==> src/rtl/ram_scan_ctrl.sv <==
// Read-modify-write scanner for the LPT3RAM: adds delta to every word
// and tracks the largest updated word and its address.
module ram_scan_ctrl #(
  parameter int data_width = 9,
  parameter int addr_width = 3
) (
  input  logic                  clk,
  input  logic                  reset,
  input  logic                  start,
  input  logic [data_width-1:0] delta,
  input  logic [data_width-1:0] mem_dout,
  output logic [addr_width-1:0] mem_addr,
  output logic                  mem_write,
  output logic [data_width-1:0] mem_din,
  output logic                  busy,
  output logic                  done,
  output logic [data_width-1:0] max_val,
  output logic [addr_width-1:0] max_addr
);

  typedef enum logic [1:0] {
    IDLE,
    READ,
    WRITE,
    DONE
  } state_t;

  state_t state, state_nx;

  logic [data_width-1:0] delta_reg, delta_nx;
  logic [data_width-1:0] din_nx, max_val_nx, sum;
  logic [addr_width-1:0] addr_nx, max_addr_nx;

  always_comb begin
    state_nx    = state;
    delta_nx    = delta_reg;
    addr_nx     = mem_addr;
    din_nx      = mem_din;
    max_val_nx  = max_val;
    max_addr_nx = max_addr;
    sum         = mem_dout + delta_reg;
    unique case (state)
      IDLE: begin
        if (start) begin
          delta_nx    = delta;
          addr_nx     = '0;
          max_val_nx  = '0;
          max_addr_nx = '0;
          state_nx    = READ;
        end
      end
      READ: begin
        din_nx = sum;
        if (sum > max_val) begin
          max_val_nx  = sum;
          max_addr_nx = mem_addr;
        end
        state_nx = WRITE;
      end
      WRITE: begin
        if (&mem_addr) begin
          state_nx = DONE;
        end else begin
          addr_nx  = mem_addr + addr_width'(1);
          state_nx = READ;
        end
      end
      DONE: state_nx = IDLE;
      default: state_nx = IDLE;
    endcase
  end

  // Moore outputs are registered from the next state so they align with it
  always_ff @(posedge clk) begin
    if (reset) begin
      state     <= IDLE;
      delta_reg <= '0;
      mem_addr  <= '0;
      mem_din   <= '0;
      mem_write <= 1'b0;
      busy      <= 1'b0;
      done      <= 1'b0;
      max_val   <= '0;
      max_addr  <= '0;
    end else begin
      state     <= state_nx;
      delta_reg <= delta_nx;
      mem_addr  <= addr_nx;
      mem_din   <= din_nx;
      mem_write <= (state_nx == WRITE);
      busy      <= (state_nx == READ) || (state_nx == WRITE);
      done      <= (state_nx == DONE);
      max_val   <= max_val_nx;
      max_addr  <= max_addr_nx;
    end
  end

endmodule
==> config.mk <==
export PLATFORM = sky130hd
export DESIGN_NAME = ram_scan_ctrl
export DESIGN_NICKNAME = d
export VERILOG_FILES = /design/src/rtl/ram_scan_ctrl.sv
export SDC_FILE = /design/constraint.sdc
export NUM_CORES = 1
export LEC_CHECK = 0
export ABC_AREA = 1
export CAP_MARGIN = 20
export CORE_ASPECT_RATIO = 0.5
export CORE_MARGIN = 8
export CORE_UTILIZATION = 45
export CTS_BUF_LIST = sky130_fd_sc_hd__clkbuf_2 sky130_fd_sc_hd__clkbuf_4 sky130_fd_sc_hd__clkbuf_8
export DETAILED_ROUTE_END_ITERATION = 6
export HOLD_SLACK_MARGIN = 0.06
export MAX_ROUTING_LAYER = met4
export PLACE_DENSITY = 0.81
export SLEW_MARGIN = 0
export SYNTH_ARGS = -nofsm -noshare
export SYNTH_HDL_FRONTEND = slang
export SYNTH_SLANG_ARGS = --single-unit
==> constraint.sdc <==
create_clock -name clk -period 3.9 [get_ports clk]
set_input_delay 0.78 -clock clk [delete_from_list [all_inputs] [get_ports clk]]
set_output_delay 0.78 -clock clk [all_outputs]
set_load 0.01 [all_outputs]
# Yosys cells after proc, flatten, opt, wreduce, memory -nomap -nowiden
# Index checks and enable logic that the tools add are counted.
dict set report totals {
  elab_cells 40
  register_bits 38
}
dict set report op_classes {
  n_addsub 2
  n_reduce_logical 8
  order_cmp 1
  eq_ne 9
  n_mux 11
}
# cell count
set ops {}
lappend ops {{9-bit 2-to-1 mux} 2}
lappend ops {{9-bit case mux with 2 select lines} 1}
lappend ops {{3-bit case mux with 2 select lines} 2}
lappend ops {{9-bit adder} 1}
lappend ops {{9-bit greater-than comparator} 1}
lappend ops {{3-bit 2-to-1 mux} 3}
lappend ops {{3-bit AND reduction} 3}
lappend ops {{2-bit == test (second input constant)} 4}
lappend ops {{2-bit case mux with 4 select lines} 1}
lappend ops {{2-bit != test (second input constant)} 3}
lappend ops {{2-bit by 1-bit == test with 1-bit output (second input constant)} 2}
lappend ops {{2-bit 2-to-1 mux} 2}
lappend ops {{2-bit nonzero test} 2}
lappend ops {{3-bit by 1-bit adder with 3-bit output (second input constant)} 1}
lappend ops {{2-bit logical NOT} 1}
lappend ops {{2-bit AND reduction} 1}
lappend ops {{1-bit logical OR} 1}

# Depth between registers and ports, before layout
dict set report depth {
  word_depth 5
  mapped_depth 22
  depth_no_buf 21
}

# Worst setup path after synthesis
# No wires, ideal clock.
dict set report synth_timing {
  path_kind {input to register}
  startpoint {input mem_dout[0]}
  endpoint {register max_val[2]}
  slack_ns 0.884
  setup_time_ns 0.113
  arrival_ns 2.903
  path_stages 21
  cell_sequence {ha_1 > inv_1 > fa_1 > inv_1 > nand3_1 > nand2_1 > nand2_1 > nand2_1 > nand2_1 > and2_1 > ha_1 > nand2_1 > nor2_2 > nand3_1 > nand2_1 > inv_1 > nand2_2 > nand2_4 > buf_6 > nor2_1 > nor2_1}
}
dict set report synth_via {
  elab_chain_cells 4
  word_cells_on_any_way 6
  classes_between {1 x add/sub; 1 x order compare; 1 x eq/ne; 2 x mux; 1 x reduce/logical}
}
# element line_no
set synth_lines {}
lappend synth_lines {{from (decl)} 11} ;# input logic [data_width-1:0] mem_dout,
lappend synth_lines {{9-bit adder} 41} ;# sum = mem_dout + delta_reg;
lappend synth_lines {{named net sum[8]} 31} ;# logic [data_width-1:0] din_nx, max_val_nx, sum;
lappend synth_lines {{9-bit greater-than comparator} 54} ;# if (sum > max_val) begin
lappend synth_lines {{2-bit != test (no source line)} -}
lappend synth_lines {{3-bit AND reduction (no source line)} -}
lappend synth_lines {{to (signal assigned)} 93} ;# max_val <= max_val_nx;
lappend synth_lines {{to (decl)} 17} ;# output logic [data_width-1:0] max_val,
# The timed path passes the listed nets, and every way through them passes these cells. The select of a mux whose other input is x is not followed.
# A chain may end at the register's enable or synchronous reset.

# Final worst setup path
dict set report layout_timing {
  startpoint {input mem_dout[0]}
  endpoint {register max_val[8]}
}
dict set report layout_via {
  elab_chain_cells 4
  word_cells_on_any_way 6
  classes_between {1 x add/sub; 1 x order compare; 1 x eq/ne; 2 x mux; 1 x reduce/logical}
}
# element line_no
set layout_lines {}
lappend layout_lines {{9-bit adder *} 41}
lappend layout_lines {{named net sum[8]} 31}
lappend layout_lines {{9-bit greater-than comparator} 54}
lappend layout_lines {{2-bit != test (no source line)} -}
lappend layout_lines {{3-bit AND reduction (no source line)} -}
# Mark *: on every way through the listed nets, which the timed path passes. The rest lies on a longest branch. The select of a mux whose other input is x is not followed.

==> out/qor.txt <==
run status: complete, no violations
unrepaired setup endpoints after global routing: false
clock-pin transition on the worst setup and hold timing paths: 0.07 ns
post-cts repair resize count: 0
buffers from clock root to sink, at most: 2
DRC marker count from the first detailed-route iteration: 110
largest area contributor in the netlist: sky130_fd_sc_hd__dfxtp_1
overall die width: 113 um
total number of vias: 1972
Cell Area, Synth: 2140 sq um
sequential area share after synthesis: 0.356
Final Worst Setup Slack: 0.326 ns
number of pins with negative max-slew slack in the final report: 0
height of the chip: 64.7 um
post-synthesis register bit count: 38
most numerous cell on the critical path: sky130_fd_sc_hd__nand2_1
top area cells in the synthesized netlist: sky130_fd_sc_hd__dfxtp_1, sky130_fd_sc_hd__nand2_1, sky130_fd_sc_hd__ha_1, sky130_fd_sc_hd__nor2_1, sky130_fd_sc_hd__inv_1
pin count of the biggest net entering global routing: 23
slowest cell on the critical path: sky130_fd_sc_hd__clkdlybuf4s50_1
number of routed nets with antenna violations: 0
peak supply drop: 205 uV
TritonCTS Buffers: 5
source-to-sink clock delay at the later pin of the worst-skew pair: 0.29 ns
routed length per placed instance: 12.3 um
number of clock sinks: 38
synthesized area divided by synthesized cell count: 7.08 sq um
total of endpoints with negative setup slack in the final report: 0
crit path cell chain: clkdlybuf4s50_1, ha_1, inv_1, fa_1, inv_1, nand3_1, nand2_1, nand2_1, nand2_1, nand2_1, and2_1, ha_1, nand2_1, nor2_2, nand3b_1, nand3_1, nand2_2, nand2_4, nand2_1, inv_1, nor2_1
CTS H-Tree Depth: 2
detailed-routing iteration count for the pre-antenna-repair pass: 4
overall global routing resource usage: 0.144
critical path required time: 4.09 ns
CP startpoint kind: input port
Buffers on Ports: 47
Pwr Density: 417 nW/um^2
Total Negative Setup Slacks: 0 ns
async set or reset register ratio after synthesis: 0
Layout Nets: 389
routability congestion estimate from global placement: 0.920
number of antenna cells inserted: 0
DRC errors left: 0
first-pass GRT wire length: 8340 um
startpoint-to-endpoint class of the critical path: in2reg
total congestion overflow: 0
Max Clock Skew: 0.00344 ns
combined buffer and inverter count along the critical path: 4
most used standard cells in the synthesized netlist: sky130_fd_sc_hd__nand2_1, sky130_fd_sc_hd__nor2_1, sky130_fd_sc_hd__inv_1
share of the cycle needed by the critical path after routing: 0.916
signal arrival time at the worst endpoint: 3.76 ns
share of Yosys cell area claimed by the top area cell type: 0.356
share of layout cells above drive strength 1: 0.0489
Post-synth top flop: sky130_fd_sc_hd__dfxtp_1
number of antenna violations at the first check in global routing: 0
Die Footprint: 7340 sq um
Max Clock Freq: 280 MHz
Hold Buf Count CTS: 0
number of buffers inserted by post-CTS setup repair: 0
CTS root buf: sky130_fd_sc_hd__clkbuf_8
max-cap check violation count: 0
drt total wl: 5080 um
post-DR vias/cell: 4.76
Yosys warning total: 0
worst min path class: reg2reg
sum of internal, switching and leakage power: 1.15 mW
final design utilization: 0.613
Netlist cell types: 25
Critical Path Max Stage Delay: 0.46 ns
Hold Vio Cnt, Final: 0
pre-CTS setup slack: 0.0823 ns
HPWL Detailed: 4040 um
crit path max fanout: 14
Starting Density: 0.476
Net Count, Synth: 344
post-synthesis to final-layout area growth: 28.7%
CP endpoint kind: flop
Slew headroom: 0.571
delay-heaviest family, CP: simple AND/OR/NAND/NOR gates
actual transition at the worst max-transition pin: 0.642 ns
standard-cell row count: 17
leading cell type by number of instances after synthesis: sky130_fd_sc_hd__nand2_1
Post-synth EDFFs: 0
min Tclk post-route: 3.57 ns
instance count of the mapped netlist: 302
leakage dissipation: 1.29 nW
core box area: 4490 sq um
# IOs: 48
number of global-route vias before repair: 1914
clock tree from TritonCTS: built
## layout by cell type (no fill, tap or decap), drive strengths merged
master / count
nand3: 13
and2: 4
nand3b: 7
a211oi: 3
dfxtp: 38
ha: 20
inv: 44
xnor2: 2
clkbuf: 7
a21oi: 24
a21o: 1
xor2: 2
nor2: 49
bufinv: 1
clkdlybuf4s50: 47
o21ai: 10
nand2: 75
fa: 1
## worst paths after layout
path	start	cells past startpoint	end	slack [ns]
worst min register to register	mem_din[5]	2	mem_din[5]	0.47
worst max-delay path	mem_dout[0]	21	max_val[8]	0.33
worst min-delay path	mem_din[5]	2	mem_din[5]	0.47
worst max register to register	delta_reg[0]	20	max_val[8]	0.94
## stage by stage
| step | area, sq um | cells | hold slack, ns |
|---|---|---|---|
| 3_3_place_gp | 2640 | 406 | 0.455 |
| 5_1_grt | 2750 | 414 | 0.485 |
| 4_1_cts | 2750 | 414 | 0.469 |
| 3_5_place_dp | 2640 | 406 | 0.459 |
| 6_report | 2750 | 414 | 0.466 |
| 2_1_floorplan | 2140 | 302 | 0.459 |
## report_power, final
group | switching [mW] | leakage (nW) | total, mW | internal, mW
Clock | 0.136 | 0.0593 | 0.341 | 0.205
Combinational | 0.195 | 0.920 | 0.358 | 0.163
Sequential | 0.0234 | 0.313 | 0.449 | 0.425
## cell families (layout without fill, tap and decap cells)
group,count (synthesis),count (layout),share of synthesized area
buffers and inverters,53,99,0.102
AO/OA/AOI/OAI,38,38,0.0937
adder cells (fa/ha/maj),21,21,0.126
flip-flops,38,38,0.356
AND/OR/NAND/NOR,148,148,0.305
XOR/XNOR,4,4,0.0164
## layer usage
layer / global-route usage / up-vias / share of wire
met5: - / - / 0
met4: 0.0625 / 0 / 0.019
met3: 0.0379 / 11 / 0.058
met2: 0.247 / 44 / 0.48
met1: 0.157 / 885 / 0.45
li1: - / 1032 / -
## cell type report
cell class | count | area, sq um
fillers | 399 | 1740
clock inverters | 1 | 30.0
clock buffers | 7 | 83.8
inverters | 44 | 165
multi-input cells | 211 | 1160
repair buffers | 47 | 470
well taps | 66 | 82.6
flip-flops and latches | 38 | 761
## tightest hold or removal path, delay by kind of cell (launching register included)
| kind | cells | cell delay [ns] |
|---|---|---|
| AO/OA/AOI/OAI | 1 | 0.05 |
| flip-flops | 1 | 0.31 |
| AND/OR/NAND/NOR | 1 | 0.06 |
No activity file was read; power rests on OpenSTA's default activity.
